### config.mk
export PLATFORM = sky130hd
export DESIGN_NAME = plot_cmd_framer
export DESIGN_NICKNAME = d
export VERILOG_FILES = /design/src/rtl/plot_pkg.sv /design/src/rtl/plot_byte_timer.sv /design/src/rtl/plot_cmd_framer.sv
export SDC_FILE = /design/constraint.sdc
export NUM_CORES = 1
export LEC_CHECK = 0
export CORE_ASPECT_RATIO = 1.1
export CORE_MARGIN = 2
export CORE_UTILIZATION = 24
export DETAILED_ROUTE_END_ITERATION = 12
export PLACE_DENSITY = 0.41
export SYNTH_ARGS = -nofsm -noshare
export SYNTH_HDL_FRONTEND = slang
export SYNTH_SLANG_ARGS = --single-unit
### constraint.sdc
create_clock -name clk -period 1.8 [get_ports clk]
set_input_delay 0.45 -clock clk [delete_from_list [all_inputs] [get_ports clk]]
set_output_delay 0.45 -clock clk [all_outputs]
set_load 0.03 [all_outputs]
### src/rtl/plot_pkg.sv
// Shared types and constants for the host-to-plotter command path.
// Used by the frame assembler and its inter-byte timer.
package plot_pkg;

    typedef enum logic [1:0] {
        OP_MOVE = 2'd1,
        OP_DRAW = 2'd2,
        OP_HOME = 2'd3
    } plot_op_t;

    typedef enum logic [1:0] {
        HUNT,
        COLLECT,
        CHECK,
        OUTPUT
    } framer_state_t;

    localparam int         FRAME_LEN      = 7;
    localparam logic [7:0] DEFAULT_HEADER = 8'hA5;

    function automatic logic op_is_valid(input logic [7:0] op);
        return (op == 8'(OP_MOVE)) ||
               (op == 8'(OP_DRAW)) ||
               (op == 8'(OP_HOME));
    endfunction

endpackage

### src/rtl/plot_byte_timer.sv
// Inter-byte watchdog: clearable, enabled up-counter that
// saturates and flags terminal count at TIMEOUT_CYC.
module plot_byte_timer #(
    parameter int TIMEOUT_CYC = 100000
) (
    input  logic clk,
    input  logic reset,
    input  logic i_clr,
    input  logic i_en,
    output logic o_tc
);

    localparam int TO_W = $clog2(TIMEOUT_CYC + 1);
    localparam logic [TO_W-1:0] TC_VAL = TO_W'(TIMEOUT_CYC);

    logic [TO_W-1:0] r_cnt;

    always_ff @(posedge clk) begin
        if (reset || i_clr) begin
            r_cnt <= '0;
        end else if (i_en && !o_tc) begin
            r_cnt <= r_cnt + 1'b1;
        end
    end

    assign o_tc = (r_cnt == TC_VAL);

endmodule

### src/rtl/plot_cmd_framer.sv
// Pops the UART byte FIFO, assembles 7-byte command frames, checks
// opcode and XOR checksum, and hands commands to the motion planner.
module plot_cmd_framer
    import plot_pkg::*;
#(
    parameter logic [7:0] HEADER      = DEFAULT_HEADER,
    parameter int         TIMEOUT_CYC = 100000
) (
    input  logic        clk,
    input  logic        reset,
    input  logic        fifo_empty,
    input  logic [7:0]  fifo_data,
    output logic        fifo_pop,
    output logic        cmd_valid,
    input  logic        cmd_ready,
    output logic [1:0]  cmd_op,
    output logic [15:0] cmd_x,
    output logic [15:0] cmd_y,
    output logic        err_chk,
    output logic        err_op,
    output logic        err_tmo,
    output logic        busy
);

    localparam logic [2:0] LAST_IDX = 3'(FRAME_LEN - 1);

    framer_state_t r_state;
    framer_state_t w_state_nxt;

    logic        r_pend;
    logic [2:0]  r_idx;
    logic [7:0]  r_acc;
    logic [7:0]  r_op;
    logic [7:0]  r_xh;
    logic [7:0]  r_xl;
    logic [7:0]  r_yh;
    logic [7:0]  r_yl;
    logic [7:0]  r_chk;
    logic        r_cmd_valid;
    logic [1:0]  r_cmd_op;
    logic [15:0] r_cmd_x;
    logic [15:0] r_cmd_y;
    logic        r_err_chk;
    logic        r_err_op;
    logic        r_err_tmo;

    logic w_pop;
    logic w_hdr;
    logic w_store;
    logic w_tmo;
    logic w_chk_bad;
    logic w_op_bad;
    logic w_load;
    logic w_tc;
    logic w_is_hdr;

    assign w_is_hdr = r_pend && (fifo_data == HEADER);

    plot_byte_timer #(
        .TIMEOUT_CYC(TIMEOUT_CYC)
    ) u_timer (
        .clk  (clk),
        .reset(reset),
        .i_clr((r_state != COLLECT) || r_pend),
        .i_en (r_state == COLLECT),
        .o_tc (w_tc)
    );

    always_ff @(posedge clk) begin
        if (reset) begin
            r_state <= HUNT;
        end else begin
            r_state <= w_state_nxt;
        end
    end

    always_comb begin
        w_state_nxt = r_state;
        w_pop       = 1'b0;
        w_hdr       = 1'b0;
        w_store     = 1'b0;
        w_tmo       = 1'b0;
        w_chk_bad   = 1'b0;
        w_op_bad    = 1'b0;
        w_load      = 1'b0;
        unique case (r_state)
            HUNT: begin
                w_pop = !r_pend && !fifo_empty;
                if (w_is_hdr) begin
                    w_hdr       = 1'b1;
                    w_state_nxt = COLLECT;
                end
            end
            COLLECT: begin
                if (w_tc) begin
                    // A byte landing on the timeout cycle is judged as a HUNT byte.
                    w_tmo       = 1'b1;
                    w_hdr       = w_is_hdr;
                    w_state_nxt = w_is_hdr ? COLLECT : HUNT;
                end else begin
                    w_pop   = !r_pend && !fifo_empty;
                    w_store = r_pend;
                    if (r_pend && (r_idx == LAST_IDX)) begin
                        w_state_nxt = CHECK;
                    end
                end
            end
            CHECK: begin
                if (r_acc != r_chk) begin
                    w_chk_bad   = 1'b1;
                    w_state_nxt = HUNT;
                end else if (!op_is_valid(r_op)) begin
                    w_op_bad    = 1'b1;
                    w_state_nxt = HUNT;
                end else begin
                    w_load      = 1'b1;
                    w_state_nxt = OUTPUT;
                end
            end
            OUTPUT: begin
                if (r_cmd_valid && cmd_ready) begin
                    w_state_nxt = HUNT;
                end
            end
            default: w_state_nxt = HUNT;
        endcase
    end

    always_ff @(posedge clk) begin
        if (reset) begin
            r_pend      <= 1'b0;
            r_idx       <= '0;
            r_acc       <= '0;
            r_op        <= '0;
            r_xh        <= '0;
            r_xl        <= '0;
            r_yh        <= '0;
            r_yl        <= '0;
            r_chk       <= '0;
            r_cmd_valid <= 1'b0;
            r_cmd_op    <= '0;
            r_cmd_x     <= '0;
            r_cmd_y     <= '0;
            r_err_chk   <= 1'b0;
            r_err_op    <= 1'b0;
            r_err_tmo   <= 1'b0;
        end else begin
            r_pend    <= w_pop;
            r_err_chk <= w_chk_bad;
            r_err_op  <= w_op_bad;
            r_err_tmo <= w_tmo;
            if (w_hdr) begin
                r_idx <= 3'd1;
                r_acc <= '0;
            end else if (w_store) begin
                r_idx <= r_idx + 3'd1;
                if (r_idx != LAST_IDX) begin
                    r_acc <= r_acc ^ fifo_data;
                end
                unique case (r_idx)
                    3'd1:    r_op  <= fifo_data;
                    3'd2:    r_xh  <= fifo_data;
                    3'd3:    r_xl  <= fifo_data;
                    3'd4:    r_yh  <= fifo_data;
                    3'd5:    r_yl  <= fifo_data;
                    3'd6:    r_chk <= fifo_data;
                    default: ;
                endcase
            end
            if (w_load) begin
                r_cmd_valid <= 1'b1;
                r_cmd_op    <= r_op[1:0];
                r_cmd_x     <= {r_xh, r_xl};
                r_cmd_y     <= {r_yh, r_yl};
            end else if (r_cmd_valid && cmd_ready) begin
                r_cmd_valid <= 1'b0;
            end
        end
    end

    assign fifo_pop  = w_pop && !reset;
    assign cmd_valid = r_cmd_valid;
    assign cmd_op    = r_cmd_op;
    assign cmd_x     = r_cmd_x;
    assign cmd_y     = r_cmd_y;
    assign err_chk   = r_err_chk;
    assign err_op    = r_err_op;
    assign err_tmo   = r_err_tmo;
    assign busy      = (r_state != HUNT) || r_pend;

endmodule

Word-level counts from Yosys, hierarchy flattened
Index checks and enable logic that the tools add are counted.
{ "totals": {"register_bits": 117, "elab_cells": 101} }
{ "classes": {"addsub": 2, "eq_ne": 20, "n_mux": 25, "bitwise_logic": 4, "reduce_logical": 31} }
{ "op_table": {"columns": ["operator", "n"], "rows": [
  ["$reduce_and A3 Y1", 7],
  ["$add A17 B1 Y17 const B", 1],
  ["$eq A17 B17 Y1 const B", 1],
  ["$eq A8 B2 Y1 const B", 2],
  ["$mux W1", 16],
  ["$mux W2", 6],
  ["$eq A3 B3 Y1 const B", 3],
  ["$eq A8 B1 Y1 const B", 1],
  ["$eq A8 B8 Y1 const B", 1],
  ["$ne A8 B8 Y1", 1],
  ["$pmux W2 S4", 1],
  ["$xor A8 B8 Y8", 1],
  ["$eq A3 B2 Y1 const B", 2],
  ["$logic_and A1 B1 Y1", 6],
  ["$ne A3 B3 Y1 const B", 2],
  ["$reduce_bool A2 Y1", 3],
  ["$reduce_or A2 Y1", 3],
  ["$logic_or A1 B1 Y1", 5],
  ["$eq A2 B2 Y1 const B", 2],
  ["$logic_not A1 Y1", 4],
  ["$ne A2 B2 Y1 const B", 2],
  ["$pmux W1 S2", 2],
  ["$add A3 B1 Y3 const B", 1],
  ["$eq A3 B1 Y1 const B", 1],
  ["6 further kinds", 8]
]} }

Longest topological paths before layout
Gate-level depths: netlist (run 1).
{ "logic_depth": {"depth_word": 7, "mapped_depth": 8} }

By module
From an unflattened synthesis (run 1), not the netlist that was laid out.
{ "hier_totals": {"cells_unflattened": 531, "hier_area_um2": 4959.8} }
{ "modules_own_cells": {"columns": ["mod", "instances", "cells_per_inst", "area_each_um2", "seq_area_each_um2"], "rows": [
  ["plot_cmd_framer", 1, 428, 4092.7, 2001.9],
  ["plot_byte_timer", 1, 103, 867.1, 340.3]
]} }

Least setup slack after synthesis (run 1)
OpenSTA, ideal clock, no wires.
{ "synth_timing": {"path_type": "reg-to-output", "startpoint": "register r_pend", "endpoint": "output fifo_pop", "t_arrival_ps": 1608, "path_slack_ps": -258, "path_stages_with_launch": 5, "path_buffers": 2, "path_cell_list": "dfxtp_1 > clkbuf_1 > clkbuf_1 > or4_1 > a21oi_1"} }
{ "synth_via": {"elab_chain_len": 5} }
{ "synth_rtl": {"columns": ["element", "line", "text"], "rows": [
  ["start: declaration", "plot_cmd_framer.sv:30", "logic r_pend;"],
  ["start signal: assignment", "plot_cmd_framer.sv:148", "r_pend <= w_pop;"],
  ["$logic_not A1 Y1 *", "plot_cmd_framer.sv:88, plot_cmd_framer.sv:101", null],
  ["$logic_and A1 B1 Y1 *", "plot_cmd_framer.sv:88, plot_cmd_framer.sv:101", null],
  ["$mux W1", "plot_cmd_framer.sv:95", "if (w_tc) begin"],
  ["$pmux W1 S2 *", "plot_cmd_framer.sv:86", "unique case (r_state)"],
  ["$logic_and A1 B1 Y1 *", "plot_cmd_framer.sv:181", "assign fifo_pop = w_pop && !reset;"],
  ["end: declaration", "plot_cmd_framer.sv:13", "output logic fifo_pop,"]
]} }
Mark *: on every way between the ends. The rest lies on a longest branch, timed or not.

Worst setup path after layout (run 1)
{ "layout_timing": {"startpoint": "register u_timer.r_cnt[0]", "endpoint": "output fifo_pop"} }
{ "layout_via": {"elab_chain_len": 4} }
{ "layout_rtl": {"columns": ["element", "line", "text"], "rows": [
  ["start: declaration", "plot_byte_timer.sv:16", "logic [TO_W-1:0] r_cnt;"],
  ["start signal: assignment", "plot_byte_timer.sv:22", "r_cnt <= r_cnt + 1'b1;"],
  ["$eq A17 B17 Y1", "plot_byte_timer.sv:26", "assign o_tc = (r_cnt == TC_VAL);"],
  ["$mux W1", "plot_cmd_framer.sv:95", null],
  ["$pmux W1 S2", "plot_cmd_framer.sv:86", null],
  ["$logic_and A1 B1 Y1", "plot_cmd_framer.sv:181", null]
]} }
No other way between the ends.

==> summary by stage, run 1 <==
Layout
The number of antenna diodes in the final layout is 0. The library cells used most frequently in the layout, excluding fill and tap cells, are 111 x dfxtp_1, 63 x buf_4, 57 x a21oi_1. The layout filler cell count is between 2000 and 2500. The finished layout holds 1023 standard cells, fillers aside. Measured on the finished design, the core utilization comes to 38.6%. The most common cell after layout, fill and taps aside is dfxtp_1. The total area of sequential cells is 2350 um2.

Compared with the post-synthesis result, the final layout area differs by 58.1%. The number of nets in the layout is 739. In the final layout, the multi-input gates occupy about 3300 um2. Of the cells placed in the final design, the portion with a size suffix greater than 1 is 35.6%.

Die
From bottom edge to top edge, the die measures 159 um. The total die area is 23000 um2. The standard cell core area is around 21000 um2. The starting density of the core is 24.4%. The total number of placement rows is 56. The I/O pin count is 52. The floorplan step set the die width to roughly 140 um.

STA
Measured against its own limit, the worst slew margin works out to 44.0%. The setup clock skew after layout is between 10 and 15 ps. The final number of setup-violating endpoints is 79.

Setup slack on the critical path of the routed design comes to -307 ps. After layout, the worst path uses 117% of the clock period. The transition time at the pin with the least slew margin is 840 ps. The max-slew violation count is 0. Based on the critical path, the design can be clocked at up to 475 MHz. The post-route minimum period is roughly 2100 ps. Setup repair after global routing could not meet its margin everywhere. The final hold violation count was 0.

Route
The final routed wirelength across all metal layers is 18.4 mm. The final routed wire length divided by cell count is 18.0 um. The first detailed-routing pass took 5 iterations. Using the TritonRoute via totals, the vias-per-cell ratio works out to 5.17.

For this block, the via count after detailed routing is around 5300. For this run, design rule violations remaining after detail routing come to 0. The detail route stage leaves a number of antenna-violating nets equal to 0.

The violation count after the first detailed-route iteration is 229.

Synth
In the synthesized netlist the async set-or-reset flop fraction comes to 0%. When the netlist entered floorplanning its net count stood at 633. Of the synthesized area, sequential elements account for roughly 45%. The number of instances in the synthesized netlist is 614.

The most used flip-flop cell after synthesis is dfxtp_1. Yosys mapped a number of flops with a built-in enable equal to 0. The area of the mapped netlist is 5220 um2.

A synthesized cell averages 8.51 um2. The number of synthesis warnings is 0. After synthesis, the netlist uses 41 different library cells. After synthesis the netlist holds a flip-flop and latch count of approximately 120.

Power
The sequential fraction of design power is 40.5%. The cell-internal power is 4.94 mW. In this run, the clock network consumes 56.0% of the power. Of the total power, combinational logic draws 3.5%. For this design the ratio of total power to cell area is 776 nW/um2. The net switching power of the design is about 1.5 mW.

IR analysis of the VDD net gives a maximum drop of between 0.6 and 0.7 mV. Summed over all cells, the static leakage comes to 2.75 nW. Of the total power, the share spent switching nets is a little under a quarter.

Placement
The wire-length estimate of the detail-placed layout is 11.3 mm. Buffers placed on the I/O ports in this run total 51. Routability-driven placement finished with a final weighted congestion of just under 0.8. After detailed placement, the design holds a cell count of 958.

Clock network
The tree built by TritonCTS fans out to about 120 sinks. The clock transition at the registers of the reported paths is roughly 60 ps. Clock tree synthesis inserted a total of 17 buffers.

TritonCTS built the clock tree. The source-to-sink clock delay at the later pin of the worst-skew pair is about 430 ps. The maximum buffer depth of the clock tree is 2. The H-tree level count is 4.

The root buffer cell is clkbuf_16. For this design, the CTS-stage hold fixing added 0 buffers.

Status
The checks that failed: setup timing. The run finished, with violations left.

Critical path
The worst setup slack for register-to-register paths is -240 ps. The worst setup path is captured at a primary output. The worst setup path is launched from a flop. Among all stages on the critical path, the largest delay is contributed by dfxtp_2. The maximum single-stage delay on the critical path is around 320 ps. STA puts the critical path data arrival time at between 1500 and 2000 ps. The worst path required time is approximately 1400 ps. The type of the worst setup path is flop to primary output. The worst-path maximum fanout is 2. The signal on the critical path passes through inv_2 > ha_4 > and4b_2 > and4_4 > a21oi_4 > buf_6.

Global routing
Entering global routing, the biggest net connects 75 pins. In the global route stage, met2 resource usage came out at ~27%. The number of global-route vias before repair came to 5162.

The wire length of the first global-routing pass is 28.7 mm. The number of antenna violations at the first check in global routing is 0. The aggregate global routing overflow is 0.

Across every metal layer, demand over resource in global routing totals ~16%. The met1 global-route usage is roughly 19%. The layer flagged by global routing as most heavily used is met2. The met3 demand-to-capacity share in global routing is 3.56%.

Flow run
The tool flagged a number of max-cap violations equal to 0.

Min path
The type of the worst min-delay path is input pin to flop.
==> final timing paths <==
path	startpoint	endpoint	cells after the start
hold / removal	reset	r_pend	3
setup / recovery	u_timer.r_cnt[0]	fifo_pop	6
setup reg to reg	u_timer.r_cnt[0]	u_timer.r_cnt[6]	8
hold reg to reg	cmd_y[8]	cmd_y[8]	2
==> through the flow <==
| step | setup slack [ps] | setup TNS (ps) | instance area, um2 | hold WS, ps | power [mW] |
|---|---|---|---|---|---|
| detailed placement | -394 | -6590 | 6420 | 461 | 2.83 |
| global placement | -334 | -6080 | 6420 | 458 | 2.83 |
| floorplan | 3.40 | 0 | 5240 | 443 | 2.72 |
| CTS | -302 | -9300 | 7490 | 310 | 6.45 |
| global route | -342 | -13860 | 8260 | 338 | 6.60 |
| finish | -307 | -9790 | 8260 | 339 | 6.41 |
==> power groups by stage <==
stage          registers, mW  clock network (mW)  logic, mW
4_1_cts                 2.59                3.66      0.200
2_1_floorplan           2.65                   0     0.0749
3_3_place_gp            2.65                   0      0.177
5_1_grt                 2.59                3.77      0.236
6_report                2.59                3.59      0.225
3_5_place_dp            2.65                   0      0.178
==> timing repair <==
item | in CTS | in global routing
endpoints found under the setup margin | 128 | 93
pin swaps | 15 | 79
setup buffers | 12 | 17
gates cloned | 6 | 4
resized for setup | 97 | 165
==> cells in the mapped netlist, drive strengths merged, types with 8 or more instances <==
| library cell | count | area, um2 |
|---|---|---|
| mux2i | 9 | 90.1 |
| dfxtp | 117 | 2340 |
| o31ai | 44 | 330 |
| a21oi | 102 | 510 |
| or3 | 12 | 75.1 |
| nand4 | 40 | 250 |
| nand2b | 19 | 119 |
| nand3 | 62 | 310 |
| or4 | 11 | 82.6 |
| o21ai | 54 | 270 |
| buf | 16 | 81.3 |
| xnor2 | 8 | 70.1 |
| nand2 | 14 | 52.6 |
| clkbuf | 43 | 161 |
| inv | 11 | 41.3 |
==> sequential cells by signal, indices dropped and copies added (netlist names) <==
name,flops
cmd_y,16
r_op,8
r_xh,8
r_chk,8
cmd_x,16
r_yh,8
r_idx,3
err_chk,1
u_timer.r_cnt,17
cmd_valid,1
r_acc,8
cmd_op,2
r_yl,8
r_xl,8
err_tmo,1
r_pend,1
r_state,2
err_op,1
==> worst max-delay path: cells and delay by family (launching register included) <==
kind	cells	cell delay [ps]
compound gates	1	60
fa+ha+maj	1	130
buf+inv	2	210
flops	1	320
simple gates	2	510
==> area by class of cell <==
type	count	share of cell area, %
multi-input combinational	427	40.4
tap	290	4.39
clock inverter	13	2.08
inverter	11	0.576
sequential	117	28.5
clock buffer	19	5.49
timing repair buffer	146	18.6
==> routing by layer <==
metal | vias to the layer above | wire [um]
li1 | 2545 | -
met1 | 2604 | 7960
met5 | - | 0
met4 | 0 | 464
met2 | 112 | 9450
met3 | 32 | 573
==> cells by family (layout without fill, tap and decap cells) <==
logic type	count (synthesis)	in the layout	synth area share [%]
xor+xnor	8	8	1.34
flops	117	117	44.8
buf+inv	70	189	5.44
simple gates	189	189	21.5
mux	9	9	1.73
fa+ha+maj	7	7	1.68
compound gates	214	214	23.4
No activity file was read; power rests on OpenSTA's default activity.
==> run 2: changes to the inputs <==
--- a/config.mk
+++ b/config.mk
@@ -5,11 +5,13 @@
 export SDC_FILE = /design/constraint.sdc
 export NUM_CORES = 1
 export LEC_CHECK = 0
+export CAP_MARGIN = 20
 export CORE_ASPECT_RATIO = 1.1
 export CORE_MARGIN = 2
 export CORE_UTILIZATION = 24
 export DETAILED_ROUTE_END_ITERATION = 12
 export PLACE_DENSITY = 0.41
+export SKIP_CTS_REPAIR_TIMING = 1
 export SYNTH_ARGS = -nofsm -noshare
 export SYNTH_HDL_FRONTEND = slang
 export SYNTH_SLANG_ARGS = --single-unit
==> run 2 against run 1 <==
The flow still finishes with violations (setup timing). Power down 0.72%. Clock power about the same. Wire length down 6.8%. Fmax up 0.75%. Final cell count down 2.2%. Hold slack better by 4.4 ps. Combinational power down 13%. Global-route usage down 0.82 points. Largest power group unchanged. Cell area down 9.0%. Via count down 3.6%. Sequential power about the same. Largest cell class unchanged. Critical endpoint unchanged. Non-clock buffer count down 22.
==> summary by stage, run 2 (synthesized netlist as in run 1, its figures left out) <==
Status
The run finished, with violations left. The final reports fail on setup timing.

Power
The share of power burned in the clock network is 56.1% (about the same). The standby leakage power came to 3.06 nW (+11%). The sequential fraction of design power came to 40.8% (+0.3 points). The cell-internal power was 4.94 mW (-0.16%). The switching power as a share of total power came to 22.4% (-0.44 points). The combinational power share was 3.1% (-0.4 points). The net switching power of the design came to 1.42 mW (-2.6%). The power density over cell area is 846 nW/um2 (+9.1%). The maximum ir drop on the vdd rail was 0.634 mV (-3.7%).

STA
The post-route minimum period is 2090 ps (-15.8 ps). Setup repair after global routing could not meet its margin everywhere. The transition time at the pin with the least slew margin is 753 ps (-86.8 ps). The aggregate negative setup slack is -1200 ps (+8590 ps). The final number of setup-violating endpoints is 11 (-86%). The top achievable clock speed is 478 MHz (+0.75%). The max-slew violation count is 0 (unchanged). The ratio of final minimum period to clock period came to 116% (-0.88 points).

The setup clock skew after layout was 12.4 ps (-1.88 ps). The worst setup margin came to -291 ps (+15.8 ps). The worst hold margin came to 344 ps (+4.45 ps). The final hold violation count is 0 (unchanged). The headroom to the max-slew limit is 49.8% (+5.8 points).

Layout
The share of cells above drive strength 1 was 21.5% (-14 points). The post-layout utilization of the core is 35.2% (-3.5 points). The layout filler cell count is 2194 (+2.0%). The post-route cell area is 7510 um2 (-9.0%). Ranked by flip-flop count, first place goes to u_timer.r_cnt. Leaving out fill and tap cells, the most frequent cell in the layout is dfxtp_1.

The number of flip-flops in the largest register came to 17 (unchanged). In the layout the commonest cells are 110 x dfxtp_1, 86 x a21oi_1, 59 x nand3_1. The number of antenna repair diodes is 0 (unchanged). The number of nets in the layout was 717 (-3.0%). The layout overhead on the synthesized area is 43.9%.

Placement
The weighted congestion reported at the end of routability-driven placement is 0.783 (unchanged). The placed instance area is 6420 um2 (unchanged). The HPWL reported at the end of detailed placement is 11.3 mm (unchanged). The count of input and output buffers is 51 (unchanged).

Global routing
The number of global-route vias before repair is 4912 (-4.8%). The pin count of the biggest net entering global routing came to 75 (unchanged). The aggregate global-route resource usage was 15.2% (-0.82 points). The wire length of the first global-routing pass is 27.4 mm (-4.8%). The aggregate global routing overflow was 0 (unchanged). The number of antenna violations at the first check in global routing is 0 (unchanged).

Route
The final routed wire length divided by cell count is 17.2 um (-4.7%). The number of vias per cell is 5.10 (-1.5%). The overall via count from detail_route came to 5104 (-3.6%). The final routed wirelength across all metal layers came to 17.2 mm (-6.8%). The final antenna-violating net count is 0 (unchanged). The total DRC errors in the routed layout was 0 (unchanged). The violation count after the first detailed-route iteration was 265 (+16%). The number of detailed-route iterations in the first pass is 5 (unchanged).

Critical path
The number of buffer and inverter stages on the critical path is 2 (unchanged). STA classifies the critical path startpoint as a flop. The worst-path maximum fanout is 4 (+2). The worst setup path is captured at a primary output. The cell family with the largest share of critical-path delay is simple AND/OR/NAND/NOR gates. The depth of the critical timing path with buffers and inverters included is 6 (unchanged).

The data arrival time of the worst path was 1640 ps (-20 ps). The highest-delay cell along the critical path is dfxtp_2. The worst setup slack for register-to-register paths is -110 ps (+130 ps).

The worst setup path is of the flop to primary output kind. The number of cell instances on the worst register-to-register path came to 7 (-1). The worst path required time came to 1350 ps (about the same). The signal on the critical path passes through inv_2 > ha_4 > and4b_2 > and4_4 > a21oi_4 > buf_6. The maximum single-stage delay on the critical path is 320 ps (about the same).

Clock network
The source-to-sink clock delay at the later pin of the worst-skew pair is 420 ps (about the same). The H-tree level count is 4 (unchanged). TritonCTS built the clock tree. The clock transition at the registers of the reported paths is 60 ps (about the same).

The total CTS buffers came to 17 (unchanged). The maximum buffer depth of the clock tree is 2 (unchanged). The number of sinks on the clock net came to 117 (unchanged). The root buffer cell is clkbuf_16.

Die
The standard cell core area is 21400 um2 (unchanged). The total die area was 23000 um2 (unchanged). The die span in x is 145 um (unchanged).

The total number of placement rows came to 56 (unchanged). The starting density of the core is 24.4% (unchanged). The I/O pin count is 52 (unchanged). The die outline height came to 159 um (unchanged).

Min path
The cell count of the worst hold path came to 3 (unchanged). The type of the worst min-delay path is input pin to flop.

Flow run
The max-cap check violation count was 0 (unchanged).
[run 2: cell types whose count changed in the layout (fill, tap and decap cells not counted), moves of 6 or more]
cell / delta
a21oi_1: +29
o21ai_1: -8
nand3_2: -15
buf_4: -7
dlygate4sd2_1: -38
o21ai_0: +11
or4_1: +9
dlymetal6s2s_1: +38
or4_4: -9
nand3_1: +34
buf_6: -6
nand3_4: -19
a21oi_2: -29
[run 2: power by group through the flow]
stage / clock network [mW] / logic [mW] / registers, mW
floorplan: 0 / 0.0749 / 2.65
global placement: 0 / 0.177 / 2.65
detailed placement: 0 / 0.178 / 2.65
CTS: 3.66 / 0.178 / 2.59
global route: 3.76 / 0.208 / 2.59
finish: 3.57 / 0.195 / 2.59
[run 2: worst reg2reg max path: stages, from the launching register on]
cell	delay, ps
dfxtp_2	330
inv_2	40
ha_4	140
and4b_2	230
a41o_2	270
buf_12	170
or4_1	530
a21oi_2	130
[run 2: metrics by stage]
step	std cells	power (mW)	setup slack (ps)
after CTS	990	6.43	-473
after global placement	958	2.83	-334
after detailed placement	958	2.83	-394
final	1001	6.36	-291
after floorplan	614	2.72	3.40
after global routing	1001	6.56	-355
[run 2: layer usage]
layer / vias to the layer above / track usage (%) / wire (um)
li1: 2498 / - / -
met1: 2482 / 18.9 / 7480
met2: 99 / 25.4 / 8680
met3: 25 / 3.35 / 628
met4: 0 / 5.56 / 405
met5: - / 0 / 0
[run 2: final timing paths]
kind                         start               end
setup / recovery  u_timer.r_cnt[1]          fifo_pop
setup reg to reg  u_timer.r_cnt[1]  u_timer.r_cnt[9]
hold / removal               reset            r_pend
hold reg to reg          cmd_y[12]         cmd_y[12]
[run 2: cell type report]
type / instances / area, um2 / area share (%)
clock buffers: 19 / 453 / 6.03
inverters: 11 / 45.0 / 0.599
repair buffers: 124 / 1350 / 17.9
clock inverters: 13 / 171 / 2.28
multi-input cells: 427 / 2780 / 37.0
well taps: 290 / 363 / 4.83
flip-flops and latches: 117 / 2350 / 31.3
